[src/rtl/fetch.sv]
// Instruction fetch stage: issues one memory request at a time, buffers the returned
// word and hands it to decode, honouring branch redirects (with delay slot) and exception flushes.
module fetch (
  input  logic        clk,
  input  logic        reset,
  output logic        ireq_valid,
  output logic [31:0] ireq_addr,
  input  logic        ireq_ready,
  input  logic        iresp_valid,
  input  logic [31:0] iresp_data,
  input  logic        redirect_valid,
  input  logic [31:0] redirect_pc,
  input  logic        flush_f,
  input  logic [31:0] exc_pc,
  input  logic        stall_f,
  output logic        out_valid,
  output logic [31:0] out_pc,
  output logic [31:0] out_pcplus4,
  output logic [31:0] out_instr,
  output logic        out_exc_adel
);

  localparam logic [31:0] RESET_PC = 32'hBFC0_0000;

  typedef enum logic [1:0] {
    S_IDLE,
    S_REQ,
    S_WAIT,
    S_DONE
  } state_e;

  state_e      state_q,    state_d;
  logic [31:0] pc_q,       pc_d;
  logic [31:0] pend_q,     pend_d;
  logic        pend_vld_q, pend_vld_d;
  logic        discard_q,  discard_d;
  logic [31:0] buf_q,      buf_d;
  logic        adel_q,     adel_d;

  logic        pc_aligned;
  logic [31:0] pc_plus4;
  logic [31:0] next_pc;

  always_ff @(posedge clk or posedge reset) begin
    if (reset) begin
      state_q    <= S_IDLE;
      pc_q       <= RESET_PC;
      pend_q     <= '0;
      pend_vld_q <= 1'b0;
      discard_q  <= 1'b0;
      buf_q      <= '0;
      adel_q     <= 1'b0;
    end else begin
      state_q    <= state_d;
      pc_q       <= pc_d;
      pend_q     <= pend_d;
      pend_vld_q <= pend_vld_d;
      discard_q  <= discard_d;
      buf_q      <= buf_d;
      adel_q     <= adel_d;
    end
  end

  assign pc_aligned = (pc_q[1:0] == 2'b00);
  assign pc_plus4   = pc_q + 32'd4;

  // A redirect arriving in the consuming cycle bypasses the pending register.
  assign next_pc = redirect_valid ? redirect_pc :
                   pend_vld_q     ? pend_q      : pc_plus4;

  always_comb begin
    state_d    = state_q;
    pc_d       = pc_q;
    pend_d     = pend_q;
    pend_vld_d = pend_vld_q;
    discard_d  = discard_q;
    buf_d      = buf_q;
    adel_d     = adel_q;
    ireq_valid = (state_q == S_REQ) && pc_aligned;

    if (flush_f) begin
      pc_d       = exc_pc;
      pend_vld_d = 1'b0;
      case (state_q)
        S_REQ: begin
          if (ireq_valid && ireq_ready) begin
            discard_d = 1'b1;
            state_d   = S_WAIT;
          end else begin
            state_d = S_REQ;
          end
        end
        S_WAIT: begin
          // A response in the flush cycle is the stale one: nothing is left outstanding.
          if (iresp_valid) begin
            discard_d = 1'b0;
            state_d   = S_REQ;
          end else begin
            discard_d = 1'b1;
            state_d   = S_WAIT;
          end
        end
        default: state_d = S_REQ;
      endcase
    end else begin
      if (redirect_valid) begin
        pend_d     = redirect_pc;
        pend_vld_d = 1'b1;
      end
      case (state_q)
        S_IDLE: state_d = S_REQ;
        S_REQ: begin
          if (!pc_aligned) begin
            buf_d   = '0;
            adel_d  = 1'b1;
            state_d = S_DONE;
          end else if (ireq_ready) begin
            state_d = S_WAIT;
          end
        end
        S_WAIT: begin
          if (iresp_valid) begin
            if (discard_q) begin
              discard_d = 1'b0;
              state_d   = S_REQ;
            end else begin
              buf_d   = iresp_data;
              adel_d  = 1'b0;
              state_d = S_DONE;
            end
          end
        end
        S_DONE: begin
          if (!stall_f) begin
            pc_d       = next_pc;
            pend_vld_d = 1'b0;
            state_d    = S_REQ;
          end
        end
        default: state_d = S_IDLE;
      endcase
    end
  end

  assign ireq_addr    = pc_q;
  assign out_valid    = (state_q == S_DONE);
  assign out_pc       = pc_q;
  assign out_pcplus4  = pc_plus4;
  assign out_instr    = buf_q;
  assign out_exc_adel = adel_q;

endmodule

[config.mk]
export PLATFORM = sky130hd
export DESIGN_NAME = fetch
export DESIGN_NICKNAME = d
export VERILOG_FILES = /design/src/rtl/fetch.sv
export SDC_FILE = /design/constraint.sdc
export NUM_CORES = 1
export LEC_CHECK = 0
export CORE_ASPECT_RATIO = 0.7
export CORE_MARGIN = 3
export CORE_UTILIZATION = 35
export CTS_CLUSTER_DIAMETER = 60
export DETAILED_ROUTE_END_ITERATION = 8
export GPL_ROUTABILITY_DRIVEN = 1
export HOLD_SLACK_MARGIN = 0.06
export PLACE_DENSITY_LB_ADDON = 0.3
export SETUP_SLACK_MARGIN = 0.05
export SYNTH_ARGS = -nofsm -noshare
export SYNTH_HDL_FRONTEND = slang
export SYNTH_SLANG_ARGS = --single-unit
[constraint.sdc]
create_clock -name clk -period 4.32 [get_ports clk]
set_input_delay 1.08 -clock clk [delete_from_list [all_inputs] [get_ports clk]]
set_output_delay 1.08 -clock clk [all_outputs]
set_load 0.1 [all_outputs]
# After elaboration in Yosys (flattened, before gate mapping)
# Cells that the tools add are included.
[word_totals]
input_bits = 103
word_cells = 66
regBits = 101
[classes]
add_sub_neg = 1
n_mux = 33
n_eq_ne = 11
n_reduce_logical = 13
n_bitwise = 1
[ops]
columns = ["cell", "n"]
rows = [
  ["32-bit two-way mux", 8],
  ["32-bit case mux with 2 select lines", 1],
  ["32-bit by 3-bit adder with 32-bit output, second input constant", 1],
  ["2-bit two-way mux", 8],
  ["1-bit two-way mux", 12],
  ["2-bit inequality test, second input constant", 4],
  ["2-bit case mux with 4 select lines", 1],
  ["2-bit nonzero test", 4],
  ["3-bit inequality test, second input constant", 2],
  ["5-bit AND reduction", 1],
  ["2-bit == test, second input constant", 2],
  ["2-bit zero test", 2],
  ["4-bit inequality test, second input constant", 1],
  ["1-bit case mux with 2 select lines", 2],
  ["2-bit case mux with 2 select lines", 1],
  ["2-bit AND reduction", 2],
  ["4-bit AND reduction", 1],
  ["3-bit by 2-bit inequality test with 1-bit output, second input constant", 1],
  ["3-bit AND reduction", 1],
  ["2-bit by 1-bit == test with 1-bit output, second input constant", 1],
  ["1-bit logical AND", 2],
  ["1-bit NOT", 1],
]

# Logic depth before layout (Yosys ltp)
# Gate-level depths: netlist of the first run.
[logic_depth]
word_depth = 6
mapped_depth = 8

# Worst setup path after synthesis of the first run
# No wires, ideal clock.
[synth_path]
kind = "flip-flop to output port"
startpoint = "register pc_q[18], in the netlist ireq_addr[18]"
endpoint = "output out_pcplus4[26]"
t_required_ps = 3240
path_stages_with_launch = 5
path_slack_ps = -557
t_arrival_ps = 3797
cell_sequence = "dfrtp_1 -> nand3_1 -> or3_4 -> or4_4 -> xnor2_1"
[synth_between]
elab_chain_len = 1
[synth_rtl]
columns = ["element", "line", "source"]
rows = [
  ["from (decl)", "33", "logic [31:0] pc_q, pc_d;"],
  ["from (signal assigned)", "55", "pc_q <= pc_d;"],
  ["32-bit by 3-bit adder with 32-bit output", "65", "assign pc_plus4 = pc_q + 32'd4;"],
  ["to (decl)", "18", "output logic [31:0] out_pcplus4,"],
]
# Every way passes these cells.

# Worst setup path in the final report of the first run
[layout_path]
startpoint = "register pc_q[2], in the netlist ireq_addr[2]"
endpoint = "output out_pcplus4[28]"
# The elaborated chain is that of the path after synthesis.

==> results, run 1 <==
- The run finished with clean final reports.
- In this run, the combinational gates consume ~58% of the power.
- The number of buffers inserted by port buffering is roughly 230.
- After synthesis the cells add up to 5720 sq um.
- The launch point of the worst hold path is pend_q[17]$_DFFE_PP0P_.
- In this run the standard cell core region covers around 16,000 sq um.
- The number of cell rows is 38.
- Global routing used between 20% and 30% of the available tracks across all layers.
- The count of max-cap constraint violations is 0.
- For the worst setup path, the data required time is about 3.2 ns.
- The count of nets after finishing is 882.
- The clock sink count is a little over 100.
- The insertion delay of the later-clocked pin in the worst-skew pair is 0.36 ns.
- The proportion of power drawn by the clock network is ~16%.
- For the final routed database, the setup TNS stands at 0 ns.
- At the end of routability-driven placement, the weighted congestion stood at between 0.8 and 0.9.
- The critical path goes through ha_1, and4_1, nand3_1, nor4_1, xnor2_2, buf_12.
- The analysis attributes to net switching a power of around 2.8 mW.
- The data arrival at the endpoint of the critical path is 2.75 ns.
- The startpoint of the worst-slack reg-to-reg timing path is state_q[1]$_DFFE_PP0P_.
- After the first detailed-routing iteration, the DRC count stood at between 400 and 500.
- The cell type group with the largest total delay on the critical path is simple AND/OR/NAND/NOR gates.
- After legalization and detailed placement, the total HPWL measured approximately 14 mm.
- Counting every instance in the synthesized netlist gives around 590.
- The deepest clock path buffer count is 2.
- The synthesized area divided by synthesized cell count is ~10 sq um.
- Power spread over the standard cell area amounts to just under 600 nW/um^2.
- From synthesis to final layout, the design area changed by 48.0%.
- The number of slew-limit violations in the final report is 0.
- The H-tree level count is 3.
- In the routed design, unresolved DRC markers number 0.
- The largest net degree at the start of global routing is between 60 and 70.
- The routed wirelength normalized by instance count is a little under 20 um.
- For this run the aggregate overflow at the end of global routing stands at 0.
- The first global-routing pass estimated approximately 30 mm of wire.
- The routed layout has approximately 5,500 vias.
- Internal power comes to roughly 2.2 mW.
- The post-synthesis net count is between 600 and 700.
- The number of stages on the worst hold path is 1.
- The minimum clock period is roughly 3.8 ns.
- The terminating pin of the worst hold path is pend_q[17]$_DFFE_PP0P_.
- The total power after layout is between 4 and 5 mW.
- The register-to-register setup slack is around 1.7 ns.
- Summed over all cells, the static leakage comes to around 3.5 nW.
- The kind of critical path is reg -> out.
- The nature of the critical path startpoint is a flop.
- VDD sags by at most between 0.4 and 0.5 mV.
- The worst setup skew after layout is ~0.0062 ns.
- roughly 230 I/O pins were placed.
- Measured in cells, the most critical reg-to-reg path has a length of 7.
- The tightest slew margin relative to the limit is just over 30%.
- The top flip-flop cell by instance count after synthesis is dfrtp_1.
- The number of different library cells in the post-synthesis netlist is 57.
- Together, buffers and inverters on the worst path number 1.
- The pre-antenna-repair detailed-routing pass consisted of 4 iterations.
- The number of CTS-inserted buffers is 9.
- Yosys printed 0 warnings.
- The critical path endpoint category is a primary output.
- The antenna cell count is 0.
- For this run, the slowest stage of the critical path takes just over 0.7 ns.
- Setup repair after global routing left no endpoint under its margin.
- After clock tree synthesis, the clock-pin slew on the worst setup and hold paths is 0.07 ns.
- The count of final setup violators is 0.
- Gates resized during post-CTS repair numbered 0.
- The library cell contributing the largest single delay on the critical path is nor4_1.
- In this run the vertical extent of the chip is about 110 um.
- After detailed routing, the total wire length is about 19 mm.
- The fmax is 261 MHz.
- The fraction of the cycle the final worst path needs is about nine tenths.
- The die outline area is ~18,000 sq um.
- In this run the critical register-to-register path is captured at out_instr[11]$_DFFE_PP0P_.
- The count of state elements after synthesis is roughly 100.
- The number of hold buffers added after CTS was 0.
- In the synthesized netlist the async set-or-reset flop fraction comes to 100%.
- Once detail routing completed, the nets flagged for antenna violations numbered 0.
- The via count of the first global-routing pass is around 5,400.
- The final count of hold timing violations came to 0.
- Yosys mapped a number of flops with a built-in enable equal to 0.
- By area the synthesized netlist is led by dfrtp_1 40%, mux2_2 6.1%, a22o_1 5.4%.
- The proportion of power drawn by flip-flops and latches is a little over a quarter.
- The number of setup buffers added after CTS is 0.
- TritonCTS built the clock tree.
- At the pin with the least slew margin, the transition time is around 1.0 ns.
- The buffer cell driving the clock tree root is clkbuf_16.
- Of all cell types, the one taking the most synthesized area is dfrtp_1.
- For this run, the register share of the synthesized area comes to between 40 and 50%.
- Dividing the detail-routed via count by the number of cells gives ~5.5.
- Of the total power, the share spent switching nets is 55.7%.
- The number of antenna violations at the first check in global routing is 0.
- Of the post-synthesis cell area, the dominant cell type holds 40.3%.
- The overall die width is 159 um.
- The type of the most critical hold path is reg -> reg.
- The share of cells above drive strength 1 is between 10% and 20%.
- Along the worst path, the maximum fanout reaches 7.
- Once the floorplan was initialized, standard cells occupied about 36% of the core.
## metrics by stage
step           cell area (sq um)  hold slack, ns  std cells  util [%]  setup slack [ns]
2_1_floorplan               5890           0.473        587         -            0.0501
3_3_place_gp                8170           0.483        984      51.9             0.952
3_5_place_dp                8170           0.490        984      51.9             0.888
4_1_cts                     8460           0.507       1000      53.8             0.495
5_1_grt                     8460           0.530       1000      53.8             0.325
6_report                    8460           0.503       1000      53.8             0.488
## synth_stat cells, drive strengths merged (3+ instances only)
library cell / n
clkbuf: 25
ha: 4
nor2: 20
a2bb2oi: 13
nor3: 11
a221oi: 16
inv: 21
nand2: 49
nand2b: 6
dfrtp: 92
a22oi: 4
nor2b: 5
o21ai: 39
nand4: 5
buf: 45
xnor2: 21
nor4: 3
and3: 8
and4: 4
and2: 3
o2bb2ai: 3
nand3b: 4
a21o: 3
a21oi: 47
or4: 3
mux2: 31
nand3: 14
xor2: 7
dfstp: 9
mux2i: 4
a31oi: 4
a22o: 35
## state kept, by name, indices dropped and copies added, names as in the netlist
name and flops:
pend_vld_q 1, state_q 2, discard_q 1, pend_q 32, ireq_addr 32, out_exc_adel 1
out_instr 32
## power groups by stage
stage                     Sequential (mW)  Clock [mW]  Combinational [mW]
after floorplan                      1.83           0                1.76
after global placement               1.29           0                2.88
after detailed placement             1.31           0                2.89
after CTS                            1.30       0.834                2.90
after global routing                 1.33       0.872                2.98
final                                1.30       0.807                2.89
## final cells by class
cell class                 count  area, sq um
fill                        1370         7270
multi-input combinational    394         2900
sequential                   101         2540
timing repair buffer         247         2370
tap                          220          275
clock buffer                   9          225
inverter                      22         85.1
clock inverter                 7         67.6
## worst max path at each step
| stage | startpoint | to | slack (ns) | cells past startpoint |
|---|---|---|---|---|
| finish | ireq_addr[2]$_DFFE_PP0P_ | out_pcplus4[28] | 0.49 | 6 |
| global route | ireq_addr[2]$_DFFE_PP0P_ | out_pcplus4[28] | 0.32 | 6 |
| CTS | ireq_addr[2]$_DFFE_PP0P_ | out_pcplus4[28] | 0.49 | 6 |
| detailed placement | ireq_addr[2]$_DFFE_PP0P_ | out_pcplus4[28] | 0.89 | 6 |
| global placement | ireq_addr[10]$_DFFE_PP0P_ | out_pcplus4[21] | 0.95 | 5 |
| floorplan | ireq_addr[7]$_DFFE_PP0P_ | out_pcplus4[13] | 0.05 | 3 |
## logic make-up (layout without fill, tap and decap cells)
kind of cell             count (synthesis)  in the layout  share of synthesized area [%]
AND/OR/NAND/NOR                        141            141                           12.6
flip-flops                             101            101                           44.4
adder cells (fa/ha/maj)                  4              4                          0.875
XOR/XNOR                                28             28                           4.29
AO/OA/AOI/OAI                          186            186                           22.7
multiplexers                            35             35                           6.80
buffers and inverters                   92            285                           8.34
## per-layer routing
layer  global-route usage, %  wire (um)
met1                    30.1       8810
met5                       0          0
met2                    32.1       8710
met3                    5.23       1500
met4                    6.36        292
## layout by cell type (no fill, tap or decap), drive strengths merged, types with 16 or more instances in the layout
master / n
a21oi: 47
a221oi: 16
a22o: 35
buf: 44
clkdlybuf4s50: 203
dfrtp: 92
inv: 25
mux2: 31
nand2: 49
nor2: 20
o21ai: 39
xnor2: 21
Note: power is estimated with default switching activity, not from simulation.
==> run 2, diff against run 1 <==
clock period = 4.5 ns   (was 4.32 ns; I/O delays follow)
==> run 2 against run 1 <==
Against the previous run: via count fell by 0.97%; hold slack improved by 0.00089 ns; die area did not move; critical path depth fell by 1; first-iteration DRC count fell by 27%; non-clock buffer count fell by 5; largest power group unchanged; core utilization fell by 0.63 points; sequential share of layout area rose by 0.35 points; critical endpoint is now out_pcplus4[21]; critical path type unchanged.
==> results, run 2 (synthesized netlist as in run 1, its figures left out) <==
- The detailed placer's ending HPWL is 14.3 mm.
- The floorplan has 38 rows.
- The tree built by TritonCTS fans out to between 100 and 150 sinks.
- The number of routed nets with antenna violations is 0.
- The worst slack at placement is about 1.1 ns.
- The library cell used most frequently in the layout, excluding fill and tap cells, is clkdlybuf4s50_1.
- The terminating pin of the worst hold path is out_instr[25]$_DFFE_PP0P_.
- The critical path endpoint category is a primary output.
- The antenna cell count is 0.
- The count of final setup violators is 0.
- The filler cell count in the final layout is around 1,400.
- Wires add up to a little under 20 mm.
- The die covers roughly 18,000 sq um.
- Across the VDD grid, the largest voltage drop is ~0.35 mV.
- The number of antenna violations at the first check in global routing was 0.
- After detailed routing, the number of vias per cell comes to between 5 and 6.
- The type of the most critical hold path is reg -> reg.
- The count of max-cap constraint violations is 0.
- At the worst endpoint, the required time is ~3.4 ns.
- The insertion delay of the later-clocked pin in the worst-skew pair is between 0.3 and 0.4 ns.
- The share of cells above drive strength 1 is 15.9%.
- The first global-routing pass estimated ~30 mm of wire.
- The final critical-path setup slack is approximately 0.62 ns.
- The buffer count from post-CTS setup fixing is 0.
- For this run, the detailed router's first-pass iteration total came to 5.
- The launch point of the worst hold path is out_instr[25]$_DFFE_PP0P_.
- The minimum clock period is approximately 3.9 ns.
- The congestion estimate from routability-driven global placement came to ~0.86.
- The number of buffers inserted by port buffering is ~230.
- The reported leakage power is roughly 3.5 nW.
- The worst path buffer plus inverter count is 1.
- The TritonCTS clock tree is yes.
- After clock tree synthesis, the repair step resized 0 gates.
- Of all nets on the critical path, the largest fanout is 8.
- The data arrival at the endpoint of the critical path is about 2.8 ns.
- The critical path goes through and3_1, nand4_1, or4_1, xnor2_2, buf_4.
- In this run, CTS created clock tree buffers numbering 9.
- The number of stages on the worst hold path is 1.
- The run finished with clean final reports.
- Adding up every negative setup slack in the final design gives 0 ns.
- The cell type group with the largest total delay on the critical path is simple AND/OR/NAND/NOR gates.
- The detailed router finished its first iteration with 318 violations.
- The synthesis-to-layout area growth is 46.2%.
- The number of slew-limit violations in the final report is 0.
- The remaining design rule violation count is 0.
- The slowest stage of the critical path belongs to the cell or4_1.
- The buffer cell driving the clock tree root is clkbuf_16.
- Clock-pin slew was measured on the worst setup and hold paths at about 0.08 ns.
- Across the whole layout, storage elements account for around 2500 sq um.
- The largest net degree at the start of global routing is 50.
- Global routing used a little over a fifth of the available tracks across all layers.
- The total via count in the routed design is 5,422.
- The largest single stage delay on the critical path is 0.71 ns.
- For this design, the CTS-stage hold fixing added 0 buffers.
- Setup repair after global routing left no endpoint under its margin.
- The final count of hold timing violations is 0.
- For the pin with the worst max-slew slack, the measured transition is 1.02 ns.
- The fraction of the cycle the final worst path needs is about 86%.
- The starting utilization of the core area is between 30% and 40%.
- The overall die width is between 150 and 200 um.
- The nature of the critical path startpoint is a flop.
- The via count of the first global-routing pass was ~5,400.
- The H-tree was split into 3 levels.
- The depth of the most critical reg-to-reg path is 5.
- The power density over the cells is about 570 nW/um^2.
- In the final design database the tool counted about 880 nets.
- The tightest slew margin relative to the limit is between 30% and 40%.
- The deepest clock path buffer count is 2.
- Across all register-to-register paths, the minimum setup slack is around 1.7 ns.
- After floorplanning, the core was sized to cover between 15,000 and 20,000 sq um.
- Summing all multi-input logic gate instances after layout gives between 2000 and 3000 sq um.
- During I/O placement, the number of pins put on the boundary was about 230.
- In the layout the commonest cells are 204 x clkdlybuf4s50_1, 92 x dfrtp_1, 49 x nand2_1, 45 x a21oi_1, 39 x o21ai_0.
- The clock arrives with ~0.01 ns of skew.
- The startpoint identified for the worst register-to-register timing path is pend_vld_q$_DFF_PP0_.
- The worst register-to-register path ends at ireq_addr[12]$_DFFE_PP0P_.
- Based on the critical path, the design can be clocked at up to between 200 and 300 MHz.
- The critical path in this run is classified as reg -> out.
- The routed wirelength normalized by instance count is roughly 19 um.
- The floorplan die height is around 110 um.
- Global routing finished with a remaining overflow of 0.
==> run 2: changes by cell type in the layout (fill, tap and decap cells not counted), moves of 2 or more <==
cell and delta:
buf_4 -5, xnor2_1 +3, xnor2_2 -3, clkinv_4 +2
==> run 2: routing by layer <==
layer	wire length, um	part of all wire, %	global-route usage (%)	vias to the layer above
li1	-	-	-	2482
met1	8680	45	28.3	2681
met2	9090	47	34.1	240
met3	1360	7.1	5.82	19
met4	201	1.0	4.43	0
met5	0	0	0	-
==> run 2: stage by stage <==
step	cell area (sq um)	utilization, %	hold slack (ns)	power, mW	cells
2_1_floorplan	5850	-	0.473	3.44	587
3_5_place_dp	8080	51.3	0.491	4.02	979
5_1_grt	8360	53.1	0.515	4.94	995
6_report	8360	53.1	0.504	4.76	995
4_1_cts	8360	53.1	0.508	4.79	995
3_3_place_gp	8080	51.3	0.483	3.98	979
==> run 2: worst max path at each step <==
stage	to	slack [ns]	from	cells past startpoint
2_1_floorplan	ireq_valid	0.08	ireq_addr[1]$_DFFE_PP0P_	1
3_3_place_gp	out_pcplus4[21]	1.09	ireq_addr[10]$_DFFE_PP0P_	5
3_5_place_dp	out_pcplus4[21]	1.05	ireq_addr[10]$_DFFE_PP0P_	5
4_1_cts	out_pcplus4[21]	0.67	ireq_addr[10]$_DFFE_PP0P_	5
5_1_grt	out_pcplus4[28]	0.51	ireq_addr[2]$_DFFE_PP0P_	6
6_report	out_pcplus4[21]	0.62	ireq_addr[10]$_DFFE_PP0P_	5
==> run 2: final cells by class <==
cell class              instances  share of cell area, %
clock buffers                  10                   2.74
multi-input cells             394                   34.2
flip-flops and latches        101                   30.4
clock inverters                 6                  0.658
well taps                     220                   3.29
repair buffers                242                   27.8
inverters                      22                   1.02
==> run 2: where the power goes <==
group          internal (mW)  switching [mW]
Clock                  0.387           0.379
Combinational          0.668            2.07
Sequential              1.05           0.210
Total                   2.11            2.66
==> run 3, diff against run 2 <==
==> constraint.sdc (replaced) <==
create_clock -name clk -period 4.5 [get_ports clk]
set_input_delay 1.125 -clock clk [delete_from_list [all_inputs] [get_ports clk]]
set_output_delay 1.125 -clock clk [all_outputs]
set_load 0.005 [all_outputs]
==> run 3 against run 2 <==
Against the previous run: final cell count is 0.40% higher; die area unchanged; combinational power fell by 57%; core utilization down 0.087 points; highest routed layer unchanged.
==> results, run 3 (synthesized netlist as in run 1, its figures left out) <==
- The worst setup path is captured at a primary output.
- The first global-routing pass estimated ~30 mm of wire.
- The detailed router put a total of between 8 and 9 mm of wire on met1.
- The flow ran to the end, and the final reports show no timing, DRC or antenna violations.
- The routed design could run at a clock period as short as a little over 4 ns.
- Setup total negative slack on the finished layout was measured at 0 ns.
- Setup repair after global routing left no endpoint under its margin.
- In this run the worst setup path begins at ireq_addr[7]$_DFFE_PP0P_.
- The analysis attributes to cell leakage a power of between 3 and 4 nW.
- The total overflow left after global routing is 0.
- Clock skew on the completed layout was measured at 0.00939 ns.
- The via density per instance is 5.38.
- The number of slew-limit violations in the final report is 0.
- The first detailed-routing pass took 7 iterations.
- The final layout contains routed wiring with a total length of slightly below 20 mm.
- The sum of met2 wire segment lengths after detailed routing is approximately 8.9 mm.
- CTS built an H-tree with a depth of 3.
- At the worst endpoint, the required time is around 3.4 ns.
- Clock-pin slew was measured on the worst setup and hold paths at around 0.080 ns.
- The number of cell rows is 38.
- The overall die width is ~160 um.
- The count of final setup violators is 0.
- Overall power consumption after layout is estimated at around 3.2 mW.
- The weighted congestion reported at the end of routability-driven placement is 0.829.
- The number of CTS-inserted buffers is 9.
- The critical path is of the reg -> out type.
- The share of cells above drive strength 1 is a little over a tenth.
- Once detail routing completed, the nets flagged for antenna violations numbered 0.
- Entering global routing, the biggest net connects 72 pins.
- In the final design database the tool counted between 800 and 900 nets.
- The synthesis-to-layout area growth is 46.0%.
- The repair_antennas step left the layout with diodes totalling 0.
- Measured in cells, the most critical reg-to-reg path has a length of 6.
- The initial detailed-routing violation count is ~310.
- The TritonCTS clock tree is yes.
- In the routed design, unresolved DRC markers number 0.
- The clock reaches the later pin of the worst-skew pair after 0.36 ns.
- The peak fanout along the critical path is 8.
- The fmax is approximately 250 MHz.
- The number of buffers inserted by port buffering is roughly 230.
- The via count of the first global-routing pass is around 5,400.
- The power density over the cells is approximately 390 nW/um^2.
- Across the run, the number of max-cap violations was 0.
- The startpoint identified for the worst register-to-register timing path is state_q[1]$_DFFE_PP0P_.
- The die outline area is ~18,000 sq um.
- Once the floorplan was initialized, standard cells occupied between 30% and 40% of the core.
- The launch point of the worst hold path is out_exc_adel$_DFFE_PP0P_.
- The floorplan step defined a core boundary enclosing about 16,000 sq um.
- The filler cell count in the final layout is between 1,000 and 1,500.
- The worst hold path passes through 2 cells.
- Detailed routing inserted a total of around 5,400 vias.
- At the pin with the least slew margin, the transition time is 1.02 ns.
- approximately 230 I/O pins were placed.
- The topmost layer with routed signal wires is met4.
- The clock sink count is between 100 and 150.
- After clock tree synthesis, the flow added hold-fix buffers numbering 0.
- The nature of the critical path startpoint is a flop.
- The die is around 110 um tall.
- Detailed placement finished with a half-perimeter wire length of 14.5 mm.
- IR analysis of the VDD net gives a maximum drop of 0.174 mV.
- The tightest slew margin relative to the limit is 31.8%.
- Leaving out fill and tap cells, the most frequent cell in the layout is clkdlybuf4s50_1.
- The library cells used most frequently in the layout, excluding fill and tap cells, are 231 x clkdlybuf4s50_1, 92 x dfrtp_1, 49 x nand2_1, 45 x a21oi_1, 39 x o21ai_0.
- Data arrives at the worst endpoint at between 2 and 3 ns.
- In the detailed route, the total length drawn on met3 is about 1.5 mm.
- The register-to-register setup slack is between 1.5 and 2 ns.
- The deepest clock path buffer count is 2.
- The min-delay analysis places its worst path in the category reg -> reg.
- The buffer cell driving the clock tree root is clkbuf_16.
- The number of antenna violations at the first check in global routing is 0.
- The post-cts resize count is 0.
- The buffer count from post-CTS setup fixing is 0.
- The final cell utilization of the core is between 50% and 60%.
- The fraction of the cycle the final worst path needs is roughly 90%.
- The final count of hold timing violations is 0.
- The routed wirelength normalized by instance count is 19.7 um.
- The all-layer global routing usage is a little over a fifth.
- In this run the critical register-to-register path is captured at out_instr[9]$_DFFE_PP0P_.
- In this run the worst setup path terminates at out_pcplus4[21].
==> run 3: area by class of cell <==
cell class / count / area [sq um] / area share (%)
clock buffers: 9 / 225 / 2.70
clock inverters: 7 / 80.1 / 0.959
inverters: 22 / 85.1 / 1.02
flip-flops and latches: 101 / 2540 / 30.4
multi-input cells: 394 / 2730 / 32.6
well taps: 220 / 275 / 3.30
repair buffers: 246 / 2420 / 29.0
==> run 3: worst min-delay path by stage <==
stage / endpoint / slack (ns)
finish: out_exc_adel$_DFFE_PP0P_ / 0.50
global route: pend_q[10]$_DFFE_PP0P_ / 0.52
CTS: out_exc_adel$_DFFE_PP0P_ / 0.51
detailed placement: out_exc_adel$_DFFE_PP0P_ / 0.49
global placement: pend_q[24]$_DFFE_PP0P_ / 0.48
floorplan: pend_q[22]$_DFFE_PP0P_ / 0.47
==> run 3: metal layers <==
metal	up-vias	global-route usage [%]
li1	2493	-
met1	2620	29.3
met2	238	33.1
met3	25	7.06
met4	0	5.89
met5	-	0
==> run 3: per-stage QoR <==
stage	cells	worst slack [ns]	hold WS, ns	area [sq um]
after floorplan	587	0.743	0.473	5720
after global placement	983	0.927	0.483	8050
after detailed placement	983	0.865	0.489	8050
after CTS	999	0.466	0.506	8350
after global routing	999	0.281	0.517	8350
final	999	0.474	0.500	8350
==> run 3: power by group <==
part           leakage, nW  switching, mW  total (mW)  internal [mW]
combinational         1.98          0.499        1.18          0.678
sequential            1.25          0.175        1.23           1.05
clock                0.148          0.379       0.819          0.440
==> run 3: worst max-delay path, stage by stage, from the launching register on <==
cell             delay [ns]
dfrtp_1                0.47
and3_1                 0.34
nand4_1                0.35
or4_1                  0.68
xnor2_1                0.17
clkdlybuf4s50_1        0.53
